## config.mk

```make
export PLATFORM = sky130hd
export DESIGN_NAME = adder_pipe_acc
export DESIGN_NICKNAME = d
export VERILOG_FILES = /design/src/rtl/adder_pipe_acc.sv
export SDC_FILE = /design/constraint.sdc
export NUM_CORES = 1
export LEC_CHECK = 0
export CAP_MARGIN = 20
export CORE_MARGIN = 8
export CORE_UTILIZATION = 48
export CTS_BUF_LIST = sky130_fd_sc_hd__clkbuf_4
export CTS_CLUSTER_DIAMETER = 30
export DETAILED_ROUTE_END_ITERATION = 16
export MAX_ROUTING_LAYER = met4
export PLACE_DENSITY = 0.85
export SYNTH_ARGS = -nofsm -noshare
export SYNTH_HDL_FRONTEND = slang
export SYNTH_SLANG_ARGS = --single-unit
```

## constraint.sdc

```tcl
create_clock -name clk -period 10.7 [get_ports clk]
set_clock_uncertainty 0.15 [all_clocks]
set_input_delay 2.14 -clock clk [delete_from_list [all_inputs] [get_ports clk]]
set_output_delay 2.14 -clock clk [all_outputs]
set_load 0.01 [all_outputs]
```

## src/rtl/adder_pipe_acc.sv

```systemverilog
// adder_pipe_acc: two-stage add/sub/accumulate unit with valid/ready handshakes and flags.
// Define ADDER_SAT_EN to clamp overflowing ADD/SUB/ACC results to signed max/min.
module adder_pipe_acc #(
    parameter int               WIDTH    = 32,
    parameter logic [WIDTH-1:0] ACC_INIT = '0
) (
    input  logic             clk,
    input  logic             rst,
    input  logic             in_valid,
    output logic             in_ready,
    input  logic [1:0]       in_op,
    input  logic [WIDTH-1:0] in_a,
    input  logic [WIDTH-1:0] in_b,
    output logic             out_valid,
    input  logic             out_ready,
    output logic [WIDTH-1:0] out_sum,
    output logic             out_carry,
    output logic             out_ovf,
    output logic             out_zero,
    output logic [WIDTH-1:0] acc_value
);
    typedef enum logic [1:0] {OP_ADD, OP_SUB, OP_ACC, OP_CLR} op_t;

    logic             s1_valid;
    op_t              s1_op;
    logic [WIDTH-1:0] s1_a, s1_b;
    logic             s1_advance;
    logic [WIDTH-1:0] opa, opb, res, sum_next;
    logic [WIDTH:0]   raw;
    logic             ovf, is_clr;

    assign s1_advance = !out_valid || out_ready;
    assign in_ready   = !s1_valid || s1_advance;
    assign is_clr     = s1_op == OP_CLR;

    // ACC reuses the adder with the accumulator as A and the operand as B'
    always_comb begin
        opa = s1_op == OP_ACC ? acc_value : s1_a;
        opb = s1_op == OP_SUB ? ~s1_b : s1_op == OP_ACC ? s1_a : s1_b;
        raw = {1'b0, opa} + {1'b0, opb} + {{WIDTH{1'b0}}, s1_op == OP_SUB};
        ovf = (opa[WIDTH-1] == opb[WIDTH-1]) && (raw[WIDTH-1] != opa[WIDTH-1]);
`ifdef ADDER_SAT_EN
        res = ovf ? (opa[WIDTH-1] ? {1'b1, {(WIDTH-1){1'b0}}} : {1'b0, {(WIDTH-1){1'b1}}})
                  : raw[WIDTH-1:0];
`else
        res = raw[WIDTH-1:0];
`endif
        sum_next = is_clr ? acc_value : res;
    end

    always_ff @(posedge clk or posedge rst) begin
        if (rst) begin
            s1_valid <= 1'b0;
            s1_op    <= OP_ADD;
            s1_a     <= '0;
            s1_b     <= '0;
        end else if (in_ready) begin
            s1_valid <= in_valid;
            if (in_valid) begin
                s1_op <= op_t'(in_op);
                s1_a  <= in_a;
                s1_b  <= in_b;
            end
        end
    end

    // The accumulator only moves together with an output-register load, so ops stay ordered
    always_ff @(posedge clk or posedge rst) begin
        if (rst) begin
            out_valid <= 1'b0;
            out_sum   <= '0;
            out_carry <= 1'b0;
            out_ovf   <= 1'b0;
            out_zero  <= 1'b0;
            acc_value <= ACC_INIT;
        end else if (s1_advance) begin
            out_valid <= s1_valid;
            if (s1_valid) begin
                out_sum   <= sum_next;
                out_carry <= !is_clr && raw[WIDTH];
                out_ovf   <= !is_clr && ovf;
                out_zero  <= sum_next == '0;
                if (s1_op == OP_ACC) acc_value <= res;
                else if (is_clr) acc_value <= ACC_INIT;
            end
        end
    end
endmodule

```

==> impl_results.md, run 1 <==
* Floorplan row count at 48
* Number of buffers created by CTS at 17
* Detailed-routing iteration count for the pre-antenna-repair pass at 8
* Number of synthesized flops with an enable pin at 0
* Endpoint class of the critical path: primary output
* Clock transition at path regs at roughly 100 ps
* Clock root cell: sky130_fd_sc_hd__clkbuf_4
* Maximum number of pins on one net before global-route repair at 67
* Standard cell core area at 17100 um2
* Outcome: finished clean
* WS Path Type: input pin to primary output
* Setup bufs post-CTS at 0
* Starting density of the core at 48.7%
* Worst EP arrival at about 3300 ps
* Area share of the leading cell type in the synthesized netlist at 40.5%
* Routed Antenna Nets at 0
* Accumulated negative setup slack at 0 ps
* Buffer depth of the longest clock path at 2
* Post-synthesis cell count at approximately 870
* Startpoint kind of the worst setup timing path: input pin
* GR Util All Layers at 22.7%
* Maximum ir drop on the vdd rail at 0.118 mV
* Leading cell types by count after synthesis: sky130_fd_sc_hd__dfrtp_1, sky130_fd_sc_hd__nor2_1, sky130_fd_sc_hd__mux2_2
* Total power at 2820 uW
* Total global routing overflow at 0
* Register bit total from synthesis at 135
* Number of global-route vias before repair at 7070
* Total length of routed wires at ~24 mm
* Placed insts at 1192
* Actual transition at the worst max-transition pin at 884 ps
* WL/cell at 19.2 um
* Clock insertion delay at the later pin of the skew report at 570 ps
* Total number of yosys warnings at 0
* Minimum clock period after layout at 5620 ps
* Syn_area_per_cell at 9.56 um2
* Mapped Nets at 975
* Register Area at around 3400 um2
* Final estimated routing congestion in global placement at 0.952
* Number of sinks handled by clock tree synthesis at between 100 and 150
* Sequential-to-total area share from yosys stat at 40.5%
* Crit Path Max Fanout at 3
* Summed instance area of the synthesized netlist at 8340 um2
* Wire length of the first global-routing pass at about 38 mm
* Number of H-tree branching levels at 4
* Setup violators final at 0
* Hold_buf cts at 0
* Required time of the worst setup path at 8410 ps
* Hold crit path type: flop to flop
* Max-slew violations at 0
* Top cells by area, synth: sky130_fd_sc_hd__dfrtp_1, sky130_fd_sc_hd__mux2_2, sky130_fd_sc_hd__nor2_1
* PortBufs at about 140
* Hpwl dp at roughly 18 mm
* Most frequently used flop master after synthesis: sky130_fd_sc_hd__dfrtp_1
* Final period utilization at around 53%
* Post-layout instance count excluding filler cells at 1226
* Max-slew headroom at between 40% and 50%
* Number of resized instances in the post-cts repair step at 0
* Antenna violations before repair at 2
* Hold-critical path depth at 2
* DRC errors left at 0
* Async S/R FF share, synth at 100%
* Post-Route Utilization at 59.6%
* Share of final-layout standard cells stronger than drive strength 1 at approximately 16%
* Average via count per standard cell at about 5.9
* Filler Cells Inserted at 1512
* Ports at 139
* DIE WIDTH at approximately 150 um
* Maximum clock frequency at around 180 MHz
* Cell with the most instances after synthesis: sky130_fd_sc_hd__dfrtp_1
* Vertical extent of the die at around 150 um
* Worst Reg-to-Reg Cells at 18
* Violation count after the first detailed-route iteration at 705
* Total number of vias at ~7200
* Number of max-capacitance violations reported at 0
* Endpoints failing hold at 0
* Post-route worst hold slack at 334 ps
* Power per unit of standard cell area at 276 nW/um2
* Area occupied by multi-input gates at between 4000 and 5000 um2
* Final #Nets at 1089
* RSZ-0062 raised after global routing: no
* Count of different cell masters after synthesis at 66
* Area enclosed by the die boundary at 21800 um2
* Area delta synth->final at 22.3%
* CTS tree: built
* Leak at 0.00431 uW
* Cell type contributing the most total cell area after synthesis: sky130_fd_sc_hd__dfrtp_1
[through the flow]
stage / area, um2 / setup WS, ps
finish: 10200 / 5080
global route: 10200 / 4880
CTS: 10200 / 5080
detailed placement: 9870 / 5080
global placement: 9870 / 5110
floorplan: 8340 / 4800
[registers in the layout (all words and copies together), names as in the netlist]
name	count
out_carry	1
out_valid	1
out_zero	1
s1_b	32
out_sum	32
s1_valid	1
s1_op	2
out_ovf	1
acc_value	32
s1_a	32
[power breakdown]
group | total [uW] | internal, uW | switching [uW]
logic | 1610 | 725 | 880
registers | 816 | 657 | 159
clock network | 398 | 209 | 189
total | 2820 | 1590 | 1230
[logic make-up after synthesis]
kind of cell / share of synthesized area [%]
buffers and inverters: 3.24
XOR/XNOR: 2.84
AND/OR/NAND/NOR: 14.1
multiplexers: 14.6
adder cells (fa/ha/maj): 5.13
flip-flops: 40.5
AO/OA/AOI/OAI: 19.5
[area by class of cell]
type | count | area share (%)
multi-input cells | 671 | 46.0
flip-flops and latches | 135 | 33.1
repair buffers | 149 | 14.4
well taps | 225 | 2.76
clock inverters | 13 | 1.80
clock buffers | 19 | 1.40
inverters | 12 | 0.466
diodes | 2 | 0.0491
[per-layer routing]
metal	part of all wire, %	track usage [%]	up-vias
met5	0	-	-
met4	1.9	8.36	0
met3	7.5	4.92	34
met2	44	32.6	292
met1	47	30.8	3468
li1	-	-	3399
[layout by cell type (no fill, tap or decap), types with 7 or more instances in the layout]
cell and instances:
sky130_fd_sc_hd__clkdlybuf4s50_1 138, sky130_fd_sc_hd__a211oi_1 38, sky130_fd_sc_hd__ha_1 31, sky130_fd_sc_hd__o21ai_0 54
sky130_fd_sc_hd__clkbuf_4 19, sky130_fd_sc_hd__xnor2_1 13, sky130_fd_sc_hd__nor2_1 106, sky130_fd_sc_hd__and3_1 7
sky130_fd_sc_hd__inv_1 11, sky130_fd_sc_hd__a21o_1 14, sky130_fd_sc_hd__dfrtp_1 135, sky130_fd_sc_hd__o21bai_1 8
sky130_fd_sc_hd__nand2_1 84, sky130_fd_sc_hd__a21oi_1 43, sky130_fd_sc_hd__and2_1 9, sky130_fd_sc_hd__o21a_1 7
sky130_fd_sc_hd__mux2i_1 8, sky130_fd_sc_hd__mux2_2 100, sky130_fd_sc_hd__nand3_1 14, sky130_fd_sc_hd__xor2_1 14
sky130_fd_sc_hd__a31oi_1 10, sky130_fd_sc_hd__nand4_1 8, sky130_fd_sc_hd__a22o_1 16, sky130_fd_sc_hd__buf_4 11
[path summary, 6_finish.rpt]
kind | start | end | slack, ps
worst min-delay path | out_sum[6] | out_sum[6] | 330
worst max register to register | s1_op[0] | out_zero | 5270
worst max-delay path | out_ready | in_ready | 5080
worst min register to register | out_sum[6] | out_sum[6] | 330
min in group asynchronous | rst | acc_value[17] | 1780
max in group asynchronous | rst | s1_b[8] | 7580
[worst max-delay path, cell delays in order]
cell,delay [ps]
sky130_fd_sc_hd__clkdlybuf4s50_1,470
sky130_fd_sc_hd__nand3b_1,160
sky130_fd_sc_hd__clkdlybuf4s50_1,560
No activity file was read; power rests on OpenSTA's default activity.
==> run 2, diff against run 1 <==
- PLACE_DENSITY: 0.85 -> 0.88
- clock period: 10.7 -> 5.1 ns (I/O delays scaled with it)
==> run 2 against run 1 <==
Compared with the run above:
- wire length grew 4.1%
- cell count grew 0.16%
- combinational power grew 110%
- hold slack gained 4.6 ps
- critical path depth grew 13
- register-to-register slack lost 4900 ps
- core utilization is essentially flat
- largest cell class unchanged
- highest routed layer unchanged
==> impl_results.md, run 2 (same netlist as run 1, synthesis figures left out) <==
* Hpwl dp at 18.6 mm
* Ports at 139
* Setup violators final at 0
* Number of buffers created by CTS at 17
* Endpoint class of the critical path: flop
* Buf/Inv on CP at 2
* Endpoints failing hold at 0
* Final estimated routing congestion in global placement at 0.974
* Placed Instance Area at approximately 9900 um2
* Average via count per standard cell at 5.98
* RSZ-0062 raised after global routing: no
* Post-route worst hold slack at 339 ps
* Actual transition at the worst max-transition pin at 924 ps
* Number of H-tree branching levels at 4
* Hold crit path type: flop to flop
* Number of sinks handled by clock tree synthesis at 135
* Required time of the worst setup path at 5450 ps
* Final #Nets at 1095
* Detailed-routing iteration count for the pre-antenna-repair pass at 5
* PortBufs at 138
* WL/cell at 19.9 um
* Library cell appearing most often on the critical path: sky130_fd_sc_hd__nor2_1
* Worst path top cell family by delay: simple AND/OR/NAND/NOR gates
* Area enclosed by the die boundary at 21800 um2
* Standard cell core area at 17100 um2
* Clock transition at path regs at 110 ps
* Total number of vias at between 7000 and 8000
* Minimum clock period after layout at around 4700 ps
* Buffer depth of the longest clock path at 2
* Highest-count cells in the layout ignoring fill and taps: sky130_fd_sc_hd__clkdlybuf4s50_1, sky130_fd_sc_hd__dfrtp_1, sky130_fd_sc_hd__nor2_1
* Power per unit of standard cell area at 571 nW/um2
* Outcome: finished clean
* Crit Path Max Fanout at 30
* WS Path Type: flop to flop
* Max-slew violations at 0
* Largest stage delay, worst path at 680 ps
* Startpoint kind of the worst setup timing path: flop
* DIE WIDTH at approximately 150 um
* List of cells traversed by the critical path: nor2b_2, inv_1, nand2_1, buf_4, nor2_1, a211oi_1, ha_1, o2111ai_1, a2111oi_2, nor2_1, xnor2_1, a21oi_1, nor4b_1, nand4_1, or4_1, o21ai_1
* Clock root cell: sky130_fd_sc_hd__clkbuf_4
* GR Util All Layers at approximately 23%
* Total length of routed wires at 24.5 mm
* Share of final-layout standard cells stronger than drive strength 1 at 16.3%
* Violation count after the first detailed-route iteration at 919
* Maximum ir drop on the vdd rail at 0.262 mV
* Total power at 5820 uW
* Wire length of the first global-routing pass at 38.8 mm
* Accumulated negative setup slack at 0 ps
* Final period utilization at 92.3%
* CP max-delay cell: sky130_fd_sc_hd__a2111oi_2
* Number of global-route vias before repair at 7050
* Max-slew headroom at 38.2%
* Worst EP arrival at about 5000 ps
* Flop2flop setup slack at 390 ps
* CTS tree: built
* Total global routing overflow at 0
* Routed Antenna Nets at 0
* Maximum clock frequency at 212 MHz
* Floorplan row count at 48
* Setup Slack @ Placement at about 420 ps
* Clock insertion delay at the later pin of the skew report at 580 ps
* Filler Cells Inserted at around 1400
* Maximum number of pins on one net before global-route repair at 78
* Setup ws final at 390 ps
* Antenna violations before repair at 2
* Area delta synth->final at 22.4%
* Starting density of the core at 48.7%
* Vertical extent of the die at 148 um
* Number of max-capacitance violations reported at 0
* Post-route cell area at 10200 um2
* DRC errors left at 0
* Most common library cell in the layout ignoring fill and taps: sky130_fd_sc_hd__clkdlybuf4s50_1
* Leak at 0.00431 uW
## run 2: area by class of cell
type                            count  area [um2]  share of cell area, %
Multi-Input combinational cell    671        4700                   46.1
Timing Repair Buffer              155        1550                   15.2
Antenna cell                        2        5.00                 0.0490
Sequential cell                   135        3380                   33.1
Inverter                           12        47.5                  0.466
Clock inverter                      8        85.1                  0.834
Clock buffer                       20         150                   1.47
Tap cell                          225         282                   2.76
## run 2: power by group
part | switching (uW) | internal [uW]
logic | 1890 | 1550
clock network | 380 | 288
registers | 335 | 1380
## run 2: worst paths after layout
| check | depth (start not counted) | startpoint | endpoint |
|---|---|---|---|
| max in group asynchronous | 4 | rst | acc_value[10] |
| min in group asynchronous | 2 | rst | out_sum[15] |
| setup / recovery | 16 | s1_op[0] | out_zero |
| hold / removal | 2 | out_sum[18] | out_sum[18] |
| hold reg to reg | 2 | out_sum[18] | out_sum[18] |
| setup reg to reg | 16 | s1_op[0] | out_zero |
## run 2: layer usage
| metal | up-vias | GRT usage, % | wire (um) |
|---|---|---|---|
| li1 | 3401 | - | - |
| met1 | 3567 | 31.9 | 11200 |
| met2 | 339 | 32.9 | 10700 |
| met3 | 40 | 5.11 | 2110 |
| met4 | 0 | 7.45 | 461 |
| met5 | - | - | 0 |
## run 2: through the flow
stage               cells  util (%)
floorplan             872         -
global placement     1196      58.0
detailed placement   1197      58.0
CTS                  1225      59.4
global route         1228      59.6
finish               1228      59.6
## run 2: worst reg2reg max path, stage by stage (launching register included)
cell and delay [ps]:
sky130_fd_sc_hd__dfrtp_1 510, sky130_fd_sc_hd__nor2b_2 290, sky130_fd_sc_hd__inv_1 110, sky130_fd_sc_hd__nand2_1 100, sky130_fd_sc_hd__buf_4 320, sky130_fd_sc_hd__nor2_1 80, sky130_fd_sc_hd__a211oi_1 200, sky130_fd_sc_hd__ha_1 260
sky130_fd_sc_hd__o2111ai_1 310, sky130_fd_sc_hd__a2111oi_2 680, sky130_fd_sc_hd__nor2_1 110, sky130_fd_sc_hd__xnor2_1 230, sky130_fd_sc_hd__a21oi_1 180, sky130_fd_sc_hd__nor4b_1 330, sky130_fd_sc_hd__nand4_1 180, sky130_fd_sc_hd__or4_1 490
sky130_fd_sc_hd__o21ai_1 120
## run 2: repair_timing
item / CTS / global route
resized for setup: 0 / 1
setup buffers: 0 / 0
endpoints found under the setup margin: 0 / 1
endpoints found under the hold margin: 0 / 0
hold buffers: 0 / 0
==> run 3, diff against run 2 <==
- HOLD_SLACK_MARGIN: default -> 0.08
- PLACE_DENSITY: 0.88 -> 0.85
- SKIP_LAST_GASP: default -> 1
- clock period: 5.1 -> 5.99 ns (I/O delays scaled with it)
==> run 3 against run 2 <==
Compared with the run above:
- final area increased by 0.38%
- clock power is 5.7% higher
- critical path depth increased by 1
- sequential share of layout area decreased by 0.13 points
- sequential cell count is the same
- first-iteration DRC count fell by 15%
- hold slack is essentially flat
- sequential power decreased by 15%
- worst setup slack better by 280 ps
- register-to-register slack improved by 280 ps
- global-route usage fell by 0.16 points
- critical path type unchanged
==> impl_results.md, run 3 (same netlist as run 1, synthesis figures left out) <==
* Outcome: finished clean
* Final estimated routing congestion in global placement at 0.983
* Share of final-layout standard cells stronger than drive strength 1 at about 17%
* Standard cell core area at around 17000 um2
* Area occupied by multi-input gates at 4700 um2
* Average via count per standard cell at 5.88
* Part of the power in combinational logic at 57.2%
* DIE WIDTH at 148 um
* Worst Reg-to-Reg Cells at 17
* Total number of vias at 7230
* Setup Slack @ Placement at 871 ps
* Worst Setup SP: s1_op[0]
* Number of max-capacitance violations reported at 0
* Met3 WL at 2.03 mm
* Worst reg2reg path startpoint: s1_op[0]
* Setup violators final at 0
* Detailed-routing iteration count for the pre-antenna-repair pass at 5
* Actual transition at the worst max-transition pin at 797 ps
* PortBufs at ~140
* Most common library cell in the layout ignoring fill and taps: sky130_fd_sc_hd__clkdlybuf4s50_1
* Accumulated negative setup slack at 0 ps
* Hold crit path type: flop to flop
* Antenna violations before repair at 2
* Post-route worst hold slack at 338 ps
* WL/cell at 19.6 um
* Leak at 0.00433 uW
* Amount of wire on met2 after detailed routing at 10.1 mm
* Maximum number of pins on one net before global-route repair at between 50 and 60
* Hpwl dp at 18.6 mm
* Number of H-tree branching levels at 4
* Endpoints failing hold at 0
* Switching power at 2250 uW
* Relative contribution of the clock network to total power at 13.9%
* Internal power contribution at 2810 uW
* Starting density of the core at 48.7%
* Area enclosed by the die boundary at around 22000 um2
* Number of buffers created by CTS at 17
* Startpoint kind of the worst setup timing path: flop
* Number of global-route vias before repair at between 6000 and 7000
* Clock transition at path regs at around 130 ps
* DRC errors left at 0
* Final period utilization at between 80% and 90%
* Wire length of the first global-routing pass at 38.3 mm
* Sequential group share of total power at 28.8%
* Maximum clock frequency at about 190 MHz
* Ports at 139
* Endpoint class of the critical path: flop
* Maximum ir drop on the vdd rail at 0.221 mV
* Power per unit of standard cell area at 494 nW/um2
* Worst EP arrival at 5660 ps
* WS Path Type: flop to flop
* Register Area at ~3400 um2
* Total power at 5060 uW
* Filler Cells Inserted at 1490
* Max-slew headroom at 46.9%
* Violation count after the first detailed-route iteration at 778
* Vertical extent of the die at 148 um
* Total global routing overflow at 0
* Number of sinks handled by clock tree synthesis at 135
* Minimum clock period after layout at 5320 ps
* Flop2flop setup slack at 670 ps
* Area delta synth->final at 22.8%
* Setup ws final at 672 ps
* Buffer depth of the longest clock path at 2
* Hold_buf cts at 0
* Floorplan row count at 48
* Hold-critical path depth at 2
* CTS tree: built
* Number of resized instances in the post-cts repair step at 0
* GR Util All Layers at 22.9%
* Hold wc startpoint: out_sum[1]
* Worst Hold End: out_sum[1]
* R2R Path End: out_zero
* Highest-count cells in the layout ignoring fill and taps: sky130_fd_sc_hd__clkdlybuf4s50_1, sky130_fd_sc_hd__dfrtp_1, sky130_fd_sc_hd__nor2_1
* Max-slew violations at 0
* Clock insertion delay at the later pin of the skew report at 580 ps
* Final #Nets at 1092
* RSZ-0062 raised after global routing: no
* Required time of the worst setup path at 6330 ps
* Setup bufs post-CTS at 0
* Wire length on met1 at 11.4 mm
* Clock root cell: sky130_fd_sc_hd__clkbuf_4
* Routed Antenna Nets at 0
* Top Metal Used: met4
* Crit Path Max Fanout at 30
* Total length of routed wires at roughly 24 mm
* Switching Share at 44.4%
## run 3: worst max-delay path by stage
stage                   endpoint  slack, ps
global placement        out_zero       1030
finish                  out_zero        670
floorplan           acc_value[0]       1030
detailed placement      out_zero        870
CTS                     out_zero        830
global route            out_zero        360
## run 3: layout make-up
class,instances,area share [%]
diodes,2,0.0489
repair buffers,152,14.6
clock inverters,14,1.94
well taps,225,2.75
clock buffers,18,1.32
flip-flops and latches,135,33.0
multi-input cells,671,45.9
inverters,12,0.464
## run 3: power by group through the flow
stage                     clock network, uW  logic [uW]  registers [uW]
after floorplan                           0        1810            1450
after global placement                    0        2820            1460
after detailed placement                  0        2850            1470
after CTS                               721        2860            1450
after global routing                    761        3160            1490
final                                   706        2900            1460
## run 3: worst max-delay path, cell delays in order, from the launching register on
cell	delay, ps
sky130_fd_sc_hd__dfrtp_1	520
sky130_fd_sc_hd__nor2b_2	530
sky130_fd_sc_hd__inv_1	170
sky130_fd_sc_hd__nand2_1	120
sky130_fd_sc_hd__buf_4	320
sky130_fd_sc_hd__nor2_1	70
sky130_fd_sc_hd__a211oi_1	210
sky130_fd_sc_hd__ha_1	340
sky130_fd_sc_hd__a21o_1	240
sky130_fd_sc_hd__a311oi_1	590
sky130_fd_sc_hd__nor3_1	100
sky130_fd_sc_hd__a211oi_1	370
sky130_fd_sc_hd__o2111ai_1	180
sky130_fd_sc_hd__a21oi_1	150
sky130_fd_sc_hd__nor4b_1	350
sky130_fd_sc_hd__nand4_1	170
sky130_fd_sc_hd__or4_1	490
sky130_fd_sc_hd__o21ai_1	140
## run 3: per-stage QoR
step	cells	util (%)	area (um2)
after floorplan	872	-	8340
after global placement	1194	57.7	9880
after detailed placement	1194	57.7	9880
after CTS	1226	59.7	10200
after global routing	1229	59.8	10200
final	1229	59.8	10200
## run 3: metal layers
layer	global-route usage (%)	vias to the layer above
li1	-	3415
met1	32.1	3454
met2	31.2	316
met3	5.14	45
met4	9.38	0
met5	-	-
